## config.mk

```make
export PLATFORM = sky130hd
export DESIGN_NAME = activate_all_seq
export DESIGN_NICKNAME = d
export VERILOG_FILES = /design/src/rtl/activate_all_seq_pkg.sv /design/src/rtl/activate_all_seq_act_select.sv /design/src/rtl/activate_all_seq.sv
export SDC_FILE = /design/constraint.sdc
export NUM_CORES = 1
export LEC_CHECK = 0
export ABC_AREA = 0
export CORE_MARGIN = 2
export CORE_UTILIZATION = 52
export DETAILED_ROUTE_END_ITERATION = 10
export GPL_TIMING_DRIVEN = 0
export PLACE_DENSITY = 0.86
export SYNTH_ARGS = -nofsm -noshare
export SYNTH_HDL_FRONTEND = slang
export SYNTH_SLANG_ARGS = --single-unit
```

## constraint.sdc

```tcl
create_clock -name clk -period 5 [get_ports clk]
set_input_delay 1.25 -clock clk [delete_from_list [all_inputs] [get_ports clk]]
set_output_delay 1.25 -clock clk [all_outputs]
set_load 0.01 [all_outputs]
```

## src/rtl/activate_all_seq_pkg.sv

```systemverilog
// Shared activation helpers for the forward (gdo_act_*) and backward (gdo_diff_*) passes,
// plus the sequencer state type. Arithmetic is done on 32-bit signed values.
package gdo;

    localparam int unsigned LINEAR  = 32'd0;
    localparam int unsigned BINARY  = 32'd1;
    localparam int unsigned SIGMOID = 32'd2;
    localparam int unsigned TANH    = 32'd3;

    typedef enum logic [1:0] {
        IDLE  = 2'd0,
        RUN   = 2'd1,
        DRAIN = 2'd2,
        DONE  = 2'd3
    } act_seq_state_t;

    function automatic logic signed [31:0] gdo_one(input int unsigned fb);
        return 32'sd1 <<< fb;
    endfunction

    function automatic logic signed [31:0] gdo_act_linear(input logic signed [31:0] x,
                                                          input int unsigned fb);
        logic unused_fb;
        unused_fb = ^fb;
        return x;
    endfunction

    function automatic logic signed [31:0] gdo_act_binary(input logic signed [31:0] x,
                                                          input int unsigned fb);
        return (x >= 32'sd0) ? gdo_one(fb) : 32'sd0;
    endfunction

    // Hard sigmoid: x/4 + 0.5, clamped to [0, 1].
    function automatic logic signed [31:0] gdo_act_sigmoid(input logic signed [31:0] x,
                                                           input int unsigned fb);
        logic signed [31:0] t;
        t = (x >>> 2) + (32'sd1 <<< (fb - 32'd1));
        if (t < 32'sd0) begin
            return 32'sd0;
        end else if (t > gdo_one(fb)) begin
            return gdo_one(fb);
        end else begin
            return t;
        end
    endfunction

    function automatic logic signed [31:0] gdo_act_tanh(input logic signed [31:0] x,
                                                        input int unsigned fb);
        if (x < -gdo_one(fb)) begin
            return -gdo_one(fb);
        end else if (x > gdo_one(fb)) begin
            return gdo_one(fb);
        end else begin
            return x;
        end
    endfunction

    function automatic logic signed [31:0] gdo_diff_linear(input logic signed [31:0] x,
                                                           input int unsigned fb);
        logic unused_x;
        unused_x = ^x;
        return gdo_one(fb);
    endfunction

    function automatic logic signed [31:0] gdo_diff_binary(input logic signed [31:0] x,
                                                           input int unsigned fb);
        logic unused_in;
        unused_in = ^{x, fb};
        return 32'sd0;
    endfunction

    // Slope 1/4 inside the linear region x in [-2, 2], flat outside.
    function automatic logic signed [31:0] gdo_diff_sigmoid(input logic signed [31:0] x,
                                                            input int unsigned fb);
        if ((x >= -(gdo_one(fb) <<< 1)) && (x <= (gdo_one(fb) <<< 1))) begin
            return gdo_one(fb) >>> 2;
        end else begin
            return 32'sd0;
        end
    endfunction

    function automatic logic signed [31:0] gdo_diff_tanh(input logic signed [31:0] x,
                                                         input int unsigned fb);
        if ((x >= -gdo_one(fb)) && (x <= gdo_one(fb))) begin
            return gdo_one(fb);
        end else begin
            return 32'sd0;
        end
    endfunction

endpackage

```

## src/rtl/activate_all_seq_act_select.sv

```systemverilog
// Combinational single-element activation: applies the selected forward function.
module act_select
    import gdo::*;
#(
    parameter int unsigned data_size     = 16,
    parameter int unsigned act_type_size = 4,
    parameter int unsigned frac_bits     = 8
) (
    input  logic [data_size-1:0]     elem_i,
    input  logic [act_type_size-1:0] act_type_i,
    output logic [data_size-1:0]     elem_o
);

    logic signed [31:0] wide_s;

    assign wide_s = {{(32-data_size){elem_i[data_size-1]}}, elem_i};

    // Unknown selector codes fall back to LINEAR.
    always_comb begin
        elem_o = elem_i;
        case (int'(act_type_i))
            LINEAR:  elem_o = data_size'(gdo_act_linear(wide_s, frac_bits));
            BINARY:  elem_o = data_size'(gdo_act_binary(wide_s, frac_bits));
            SIGMOID: elem_o = data_size'(gdo_act_sigmoid(wide_s, frac_bits));
            TANH:    elem_o = data_size'(gdo_act_tanh(wide_s, frac_bits));
            default: elem_o = data_size'(gdo_act_linear(wide_s, frac_bits));
        endcase
    end

endmodule

```

## src/rtl/activate_all_seq.sv

```systemverilog
// Serial forward-activation engine: latches a packed vector, activates one element per
// cycle through a two-stage pipeline and returns the packed result over valid/ready.
module activate_all_seq
    import gdo::*;
#(
    parameter int unsigned size          = 3,
    parameter int unsigned data_size     = 16,
    parameter int unsigned act_type_size = 4,
    parameter int unsigned frac_bits     = 8
) (
    input  logic                      clk,
    input  logic                      reset,
    input  logic                      in_valid,
    output logic                      in_ready,
    input  logic [size*data_size-1:0] x,
    input  logic [act_type_size-1:0]  act_type,
    output logic                      out_valid,
    input  logic                      out_ready,
    output logic [size*data_size-1:0] y,
    output logic                      busy
);

    localparam int unsigned CW = (size > 1) ? $clog2(size) : 1;

    act_seq_state_t             state_q;
    logic                       in_ready_q;
    logic                       out_valid_q;
    logic                       busy_q;
    logic [size*data_size-1:0]  x_q;
    logic [act_type_size-1:0]   at_q;
    logic [CW-1:0]              cnt_q;

    logic [data_size-1:0]       elem_s;
    logic [data_size-1:0]       act_s;
    logic [data_size-1:0]       val_q;
    logic [CW-1:0]              idx_q;
    logic                       va_q;
    logic [size*data_size-1:0]  y_q;
    logic [size*data_size-1:0]  y_d;

    // Sequencer with registered handshake/status outputs.
    always_ff @(posedge clk or posedge reset) begin
        if (reset) begin
            state_q     <= IDLE;
            in_ready_q  <= 1'b1;
            out_valid_q <= 1'b0;
            busy_q      <= 1'b0;
            x_q         <= '0;
            at_q        <= '0;
            cnt_q       <= '0;
        end else begin
            case (state_q)
                IDLE: begin
                    if (in_valid) begin
                        x_q        <= x;
                        at_q       <= act_type;
                        cnt_q      <= '0;
                        state_q    <= RUN;
                        in_ready_q <= 1'b0;
                        busy_q     <= 1'b1;
                    end
                end
                RUN: begin
                    cnt_q <= cnt_q + CW'(1);
                    if (cnt_q == CW'(size - 1)) begin
                        state_q <= DRAIN;
                    end
                end
                DRAIN: begin
                    state_q     <= DONE;
                    busy_q      <= 1'b0;
                    out_valid_q <= 1'b1;
                end
                DONE: begin
                    if (out_ready) begin
                        state_q     <= IDLE;
                        out_valid_q <= 1'b0;
                        in_ready_q  <= 1'b1;
                    end
                end
                default: begin
                    state_q     <= IDLE;
                    in_ready_q  <= 1'b1;
                    out_valid_q <= 1'b0;
                    busy_q      <= 1'b0;
                end
            endcase
        end
    end

    // Element k sits in the MSB-first packed layout.
    always_comb begin
        elem_s = '0;
        for (int k = 0; k < int'(size); k++) begin
            elem_s = (cnt_q == CW'(k)) ? x_q[(int'(size)-k)*int'(data_size)-1 -: data_size] : elem_s;
        end
    end

    act_select #(
        .data_size     (data_size),
        .act_type_size (act_type_size),
        .frac_bits     (frac_bits)
    ) u_act_select (
        .elem_i     (elem_s),
        .act_type_i (at_q),
        .elem_o     (act_s)
    );

    // Stage B: drop the registered element into its slot; other slots keep old values.
    always_comb begin
        y_d = y_q;
        for (int k = 0; k < int'(size); k++) begin
            y_d[(int'(size)-k)*int'(data_size)-1 -: data_size] =
                (va_q && (idx_q == CW'(k))) ? val_q
                                             : y_q[(int'(size)-k)*int'(data_size)-1 -: data_size];
        end
    end

    // Stage A register and result vector.
    always_ff @(posedge clk or posedge reset) begin
        if (reset) begin
            val_q <= '0;
            idx_q <= '0;
            va_q  <= 1'b0;
            y_q   <= '0;
        end else begin
            y_q <= y_d;
            if (state_q == RUN) begin
                val_q <= act_s;
                idx_q <= cnt_q;
                va_q  <= 1'b1;
            end else begin
                va_q  <= 1'b0;
            end
        end
    end

    assign in_ready  = in_ready_q;
    assign out_valid = out_valid_q;
    assign busy      = busy_q;
    assign y         = y_q;

endmodule

```

==> results.rst, run 1 <==
.. list-table::
   :header-rows: 1

   * - Metric
     - Value
   * - Result of the run
     - complete, no violations
   * - Clock tree from TritonCTS
     - built
   * - Flip-flop and latch count after synthesis
     - roughly 130
   * - Die X-Extent
     - about 110 um
   * - Total power draw
     - between 0.005 and 0.006 W
   * - Kind of end point of the critical path
     - output port
   * - Total count of hold-check failures in the final report
     - 0
   * - Logic depth of the worst setup path including buffers
     - 1
   * - Worst hold margin
     - 0.505 ns
   * - Routed length on met2
     - between 6 and 7 mm
   * - Post-layout min period
     - between 2 and 3 ns
   * - Clock latency reported for the late side of the worst-skew pair
     - approximately 0.52 ns
   * - Count of unresolved DRC violations after routing
     - 0
   * - DIE AREA
     - between 10000 and 15000 um^2
   * - Min-delay worst type
     - reg -> reg
   * - Number of gates resized after cts
     - 0
   * - Clock H-tree levels
     - 4
   * - Number of buffers and inverters on the critical path
     - 1
   * - Synth-to-layout area growth
     - 33.4%
   * - Startpoint of the lowest-slack hold path
     - y[45]
   * - Proportion of layout cells with a drive suffix above 1
     - roughly 29%
   * - Classification of the worst setup path
     - reg -> out
   * - Top_reg_cell synth
     - sky130_fd_sc_hd__dfrtp_1
   * - Routed via count
     - 3853
   * - Maximum Capacitance Violations
     - 0
   * - IR Drop Worst-Case VDD
     - between 200 and 300 uV
   * - CTS hold repair buffers
     - 0
   * - First-pass GRT wire length
     - a little over 20 mm
   * - Number of buffers created by CTS
     - 17
   * - Routed len/inst
     - roughly 18 um
   * - Number of antenna violations at the first check in global routing
     - 0
   * - Critical path fanouts, max
     - 3
   * - Clock Tree Buf Depth
     - 2
   * - Starting utilization of the core area
     - 53.8%
   * - Max Clock Freq
     - 352 MHz
   * - Net count reported at finish
     - 607
   * - Number of standard cells after synthesis
     - between 400 and 500
   * - Cell-by-cell listing of the critical path
     - clkdlybuf4s50_1
   * - Met3 Wirelength
     - roughly 600 um
   * - Cell Rows
     - 37
   * - Reg-to-reg setup timing slack
     - 2.34 ns
   * - Post-route setup slack
     - 2.16 ns
   * - Detailed placement HPWL
     - 8.84 mm
   * - EDFF count, synth
     - 0
   * - Pin count of the biggest net entering global routing
     - between 60 and 70
   * - Peak per-stage delay on the critical path
     - 0.54 ns
   * - Combined area of all synthesized cells
     - ~5600 um^2
   * - Setup repair after global routing missed its margin
     - false
   * - Pins Over Slew Limit
     - 0
   * - Global-route usage over all layers
     - a little under a quarter
   * - Clock edge transition at the registers on the reported setup and hold paths
     - roughly 0.06 ns
   * - Number of sinks on the clock net
     - approximately 130
   * - Starting DRC count in detailed routing
     - ~120
   * - M1 WL
     - 5.49 mm
   * - Share of the yosys chip area belonging to registers
     - between 50% and 60%
   * - Number of nets in the synthesized netlist
     - about 480
   * - Source of the worst register-to-register timing path
     - cnt_q[0]
   * - Die Ht
     - about 110 um
   * - CTS root buf
     - sky130_fd_sc_hd__clkbuf_8
   * - Count of warnings emitted by yosys
     - 0
   * - Via density per instance
     - roughly 5.6
   * - Required time of the critical path
     - 3.75 ns
   * - Count of cell types in the netlist
     - 46
   * - Post-Route Skew
     - slightly below 0.006 ns
   * - Leakage power of the design
     - between 3 and 4 nW
   * - Core area
     - around 10000 um^2
   * - Final antenna diode count
     - 0
   * - Post-CTS Setup Bufs
     - 0
   * - Worst flop-to-flop path endpoint
     - val_q[7]
   * - Crit path launch type
     - register
   * - Final WL
     - approximately 13 mm
   * - Measured slew at the worst slew-check pin
     - roughly 0.64 ns
   * - Most frequent standard cell in the layout excluding fill and tap cells
     - sky130_fd_sc_hd__dfrtp_1
   * - Critical path launch point
     - in_ready
   * - Async set-reset flop share out of synthesis
     - 100%
   * - GPL Wtd Cong
     - between 0.8 and 0.9
   * - Final setup fails
     - 0
   * - Number of global-route vias before repair
     - slightly above 4k
   * - IO buf count
     - 106
   * - CP endpoint
     - in_ready
   * - Family of cells with the greatest summed delay on the critical path
     - flip-flops
   * - Synthesized area divided by synthesized cell count
     - 13.4 um^2
   * - Top routing layer used
     - met4
   * - Final antenna-violating net count
     - 0
   * - Worst EP arrival
     - roughly 1.6 ns
   * - Remaining max-slew budget at the tightest pin
     - 56.8%
   * - Worst slack, placed
     - 1.95 ns
   * - Remaining global-route overflow
     - 0
   * - Cell with the largest stage delay on the worst path
     - sky130_fd_sc_hd__dfstp_2
   * - Power per standard cell area
     - ~710 nW/um^2
   * - Commonest cells after routing, fill and taps aside
     - sky130_fd_sc_hd__dfrtp_1 (125), sky130_fd_sc_hd__clkdlybuf4s50_1 (106), sky130_fd_sc_hd__mux2_2 (100), sky130_fd_sc_hd__a21oi_1 (32), sky130_fd_sc_hd__clkbuf_16 (16)
   * - Final worst-path cycle share
     - between 50 and 60%
   * - Length in cells of the worst reg-to-reg path
     - 11
   * - I/O pin count
     - around 110
   * - Drt pass-1 iters
     - 5
==> synthesized netlist by cell type (all sizes together), types with 2 or more instances <==
library cell / number / share of area, %
dfrtp: 125 / 56
mux2: 100 / 20
a21oi: 34 / 3.3
nand3b: 16 / 2.4
o21ai: 16 / 1.6
nand2: 14 / 0.94
nor2: 13 / 0.87
clkbuf: 12 / 0.83
inv: 11 / 0.78
nand2b: 10 / 1.1
a2bb2oi: 8 / 1.8
buf: 8 / 1.2
ha: 8 / 1.8
o221ai: 8 / 1.3
o2bb2ai: 6 / 0.94
nand3: 3 / 0.36
nand4: 3 / 0.34
and2: 2 / 0.22
and4: 2 / 0.31
nor3b: 2 / 0.45
o22ai: 2 / 0.22
==> sequential cells by signal, summed over array words and instances, names as in the netlist <==
register   flops
state_q        2
cnt_q          2
out_valid      1
in_ready       1
at_q           4
x_q           48
val_q         16
idx_q          2
va_q           1
y             48
busy           1
==> how the worst min path moves through the flow <==
stage               endpoint  depth (start not counted)
finish                 y[45]                          1
global placement       y[31]                          2
global route           y[27]                          1
CTS                    y[16]                          1
floorplan             x_q[0]                          1
detailed placement     y[15]                          2
==> per-stage QoR <==
stage	setup TNS, ns	std cells	utilization, %	area [um^2]
6_report	0	692	71.8	7450
5_1_grt	0	692	71.8	7450
4_1_cts	0	692	71.8	7450
3_5_place_dp	0	660	66.0	6850
3_3_place_gp	-128.85	659	65.7	6810
2_1_floorplan	0	417	-	5580
==> per-layer routing <==
layer / track usage (%) / vias up
met1: 29.5 / 1943
met5: 0 / -
met2: 38.6 / 129
li1: - / 1767
met3: 5.21 / 14
met4: 7.97 / 0
==> layout make-up <==
| cell class | count | area, um^2 |
|---|---|---|
| flip-flops and latches | 126 | 3150 |
| fillers | 711 | 2920 |
| multi-input cells | 260 | 2270 |
| repair buffers | 107 | 1090 |
| clock buffers | 17 | 414 |
| clock inverters | 15 | 188 |
| well taps | 136 | 170 |
| plain buffers | 20 | 113 |
| inverters | 11 | 48.8 |
==> logic make-up (layout without fill, tap and decap cells) <==
| family | after synthesis | in the layout | share of synthesized area, % |
|---|---|---|---|
| mux | 101 | 101 | 20.6 |
| flops | 126 | 126 | 56.5 |
| xor+xnor | 2 | 2 | 0.314 |
| fa+ha+maj | 8 | 8 | 1.79 |
| buf+inv | 31 | 170 | 2.80 |
| simple gates | 69 | 69 | 7.80 |
| compound gates | 80 | 80 | 10.2 |
==> where the power goes <==
| part | internal, W | leakage [nW] | switching [W] |
|---|---|---|---|
| combinational | 0.00117 | 1.34 | 0.00102 |
| sequential | 0.00152 | 1.54 | 0.000349 |
| clock | 0.000766 | 0.291 | 0.000470 |
| total | 0.00346 | 3.17 | 0.00184 |
(Power assumes the default switching activity.)
==> run 2: changes to the inputs <==
==> constraint.sdc (replaced) <==
create_clock -name clk -period 3 [get_ports clk]
set_input_delay 0.75 -clock clk [delete_from_list [all_inputs] [get_ports clk]]
set_output_delay 0.75 -clock clk [all_outputs]
set_load 0.01 [all_outputs]
==> results.rst, run 2 (same netlist as run 1, synthesis figures left out) <==
.. list-table::
   :header-rows: 1

   * - Metric
     - Value
   * - Result of the run
     - complete, no violations
   * - Placement-stage cell area
     - 6880 um^2 (+0.46%)
   * - Commonest cells after routing, fill and taps aside
     - sky130_fd_sc_hd__dfrtp_1 (125), sky130_fd_sc_hd__clkdlybuf4s50_1 (106), sky130_fd_sc_hd__mux2_2 (100), sky130_fd_sc_hd__a21oi_1 (32), sky130_fd_sc_hd__clkbuf_16 (16)
   * - Routed len/inst
     - 18.3 um (+0.91%)
   * - Core area
     - 10400 um^2 (unchanged)
   * - DIE AREA
     - 11600 um^2 (unchanged)
   * - Number of buffers created by CTS
     - 17 (unchanged)
   * - Die Ht
     - 108 um (unchanged)
   * - Count of unresolved DRC violations after routing
     - 0 (unchanged)
   * - Proportion of layout cells with a drive suffix above 1
     - 28.7% (-0.10 points)
   * - Worst flop-to-flop path endpoint
     - val_q[2]
   * - Critical path fanouts, max
     - 10 (+7)
   * - Net count reported at finish
     - 609 (+0.33%)
   * - Reg-to-reg setup timing slack
     - 0.33 ns (-2.01 ns)
   * - Remaining max-slew budget at the tightest pin
     - 55.9% (-0.91 points)
   * - Number of gates resized after cts
     - 0 (unchanged)
   * - Detailed placement HPWL
     - 9.15 mm (+3.4%)
   * - First-pass GRT wire length
     - 20.8 mm (+2.7%)
   * - Kind of end point of the critical path
     - register
   * - Post-Route Skew
     - 0.00843 ns (+0.00247 ns)
   * - Clock Tree Buf Depth
     - 2 (unchanged)
   * - Required time of the critical path
     - 3.37 ns (-0.38 ns)
   * - Number of antenna violations at the first check in global routing
     - 0 (unchanged)
   * - Total power draw
     - 0.00891 W (+68%)
   * - Min-delay worst type
     - reg -> reg
   * - Drt pass-1 iters
     - 4 (-1)
   * - Starting DRC count in detailed routing
     - 153 (+29%)
   * - CTS root buf
     - sky130_fd_sc_hd__clkbuf_8
   * - Worst EP arrival
     - 3.03 ns (+1.44 ns)
   * - Clock edge transition at the registers on the reported setup and hold paths
     - 0.06 ns (about the same)
   * - Via density per instance
     - 5.60 (+0.54%)
   * - Leakage power of the design
     - 3.19 nW (+0.42%)
   * - Routed via count
     - 3885 (+0.83%)
   * - Maximum Capacitance Violations
     - 0 (unchanged)
   * - Synth-to-layout area growth
     - 34.1%
   * - Startpoint of the lowest-slack hold path
     - y[31]
   * - GPL Wtd Cong
     - 0.798 (-3.3%)
   * - CTS hold repair buffers
     - 0 (unchanged)
   * - Classification of the worst setup path
     - reg -> reg
   * - Post-route setup slack
     - 0.334 ns (-1.82 ns)
   * - Post-layout min period
     - between 2 and 3 ns
   * - Remaining global-route overflow
     - 0 (unchanged)
   * - Final WL
     - 12.7 mm (+1.2%)
   * - Global-route usage over all layers
     - 23.4% (+0.42 points)
   * - Clock tree from TritonCTS
     - built
   * - Non-filler instance count after layout
     - 694 (+0.29%)
   * - Pin count of the biggest net entering global routing
     - 42 (-37%)
   * - Number of sinks on the clock net
     - 126 (unchanged)
   * - Design area
     - 7490 um^2 (+0.54%)
   * - Final antenna diode count
     - 0 (unchanged)
   * - Number of global-route vias before repair
     - 4223 (+4.3%)
   * - Crit path launch type
     - register
   * - Final worst-path cycle share
     - between 80% and 90%
   * - Setup repair after global routing missed its margin
     - false
   * - Length in cells of the worst reg-to-reg path
     - 11 (unchanged)
   * - Measured slew at the worst slew-check pin
     - 0.662 ns (+0.0204 ns)
   * - Worst hold path stage count
     - 2 (+1)
   * - IO buf count
     - 106 (unchanged)
   * - Power per standard cell area
     - 1190 nW/um^2 (+67%)
   * - Number of filler cells placed in the layout
     - 708 (-0.42%)
   * - Number of instances in the placed design
     - 662 (+0.30%)
   * - Most frequent standard cell in the layout excluding fill and tap cells
     - sky130_fd_sc_hd__dfrtp_1
   * - Total count of hold-check failures in the final report
     - 0 (unchanged)
   * - Source of the worst register-to-register timing path
     - cnt_q[0]
   * - Final setup fails
     - 0 (unchanged)
   * - Clock H-tree levels
     - 4 (unchanged)
   * - Pins Over Slew Limit
     - 0 (unchanged)
   * - Max Clock Freq
     - around 380 MHz
   * - Post-CTS Setup Bufs
     - 0 (unchanged)
   * - I/O pin count
     - 107 (unchanged)
   * - Starting utilization of the core area
     - 53.8% (unchanged)
   * - Cell Rows
     - 37 (unchanged)
   * - Final antenna-violating net count
     - 0 (unchanged)
   * - Worst slack, placed
     - 0.416 ns (-1.53 ns)
   * - Clock latency reported for the late side of the worst-skew pair
     - 0.52 ns (about the same)
   * - IR Drop Worst-Case VDD
     - 561 uV (+88%)
   * - Hold Crit Endpoint
     - y[31]
   * - Die X-Extent
     - 108 um (unchanged)
   * - Post-Route Setup TNS
     - 0 ns (unchanged)
## run 2: changes by cell type in the layout (fill, tap and decap cells not counted), sizes merged
cell,previous run,this run
buf,9,11
clkinvlp,2,3
clkinv,7,5
clkbuf,29,31
inv,14,12
bufinv,3,4
## run 2: through the flow
stage               hold slack [ns]  utilization, %
floorplan                     0.474               -
global placement              0.481            65.7
detailed placement            0.492            66.3
CTS                           0.505            72.2
global route                  0.510            72.2
finish                        0.499            72.2
## run 2: area by class of cell
type                            instances  area (um^2)  area share [%]
Sequential cell                       126         3150            42.1
Multi-Input combinational cell        260         2270            30.3
Timing Repair Buffer                  109         1120            15.0
Clock buffer                           19          422            5.63
Clock inverter                         13          189            2.52
Tap cell                              136          170            2.27
Buffer                                 20          113            1.50
Inverter                               11         47.5           0.635
## run 2: routing by layer
metal  part of all wire [%]  GRT usage [%]  vias to the layer above
met5                      0              0                        -
met4                    1.8           8.42                        0
met3                    5.1           4.90                       24
met2                     51           40.6                      140
met1                     42           28.9                     1943
li1                       -              -                     1778
## run 2: worst max-delay path by stage
stage                     startpoint       end  slack [ns]  depth (start not counted)
after floorplan                reset   at_q[0]        0.70                          1
after global placement         reset   at_q[2]       -0.29                          2
after global routing        cnt_q[0]  val_q[2]        0.18                         11
after detailed placement    in_valid   x_q[40]        0.42                          4
after CTS                   cnt_q[0]  val_q[2]        0.39                         11
final                       cnt_q[0]  val_q[2]        0.33                         11
## run 2: power by group
group	total [W]	switching, W	leakage (nW)	internal, W
combinational	0.00369	0.00173	1.36	0.00196
clock	0.00210	0.000744	0.293	0.00135
sequential	0.00312	0.000587	1.54	0.00253
total	0.00891	0.00306	3.19	0.00584
## run 2: worst max-delay path, stage by stage, from the launching register on
cell	delay [ns]
sky130_fd_sc_hd__dfrtp_1	0.42
sky130_fd_sc_hd__inv_1	0.11
sky130_fd_sc_hd__ha_1	0.17
sky130_fd_sc_hd__buf_4	0.17
sky130_fd_sc_hd__buf_4	0.20
sky130_fd_sc_hd__nand2_1	0.08
sky130_fd_sc_hd__o21ai_0	0.24
sky130_fd_sc_hd__o21ai_0	0.19
sky130_fd_sc_hd__a41oi_1	0.34
sky130_fd_sc_hd__o21bai_2	0.14
sky130_fd_sc_hd__o21ai_4	0.27
sky130_fd_sc_hd__o221ai_1	0.18
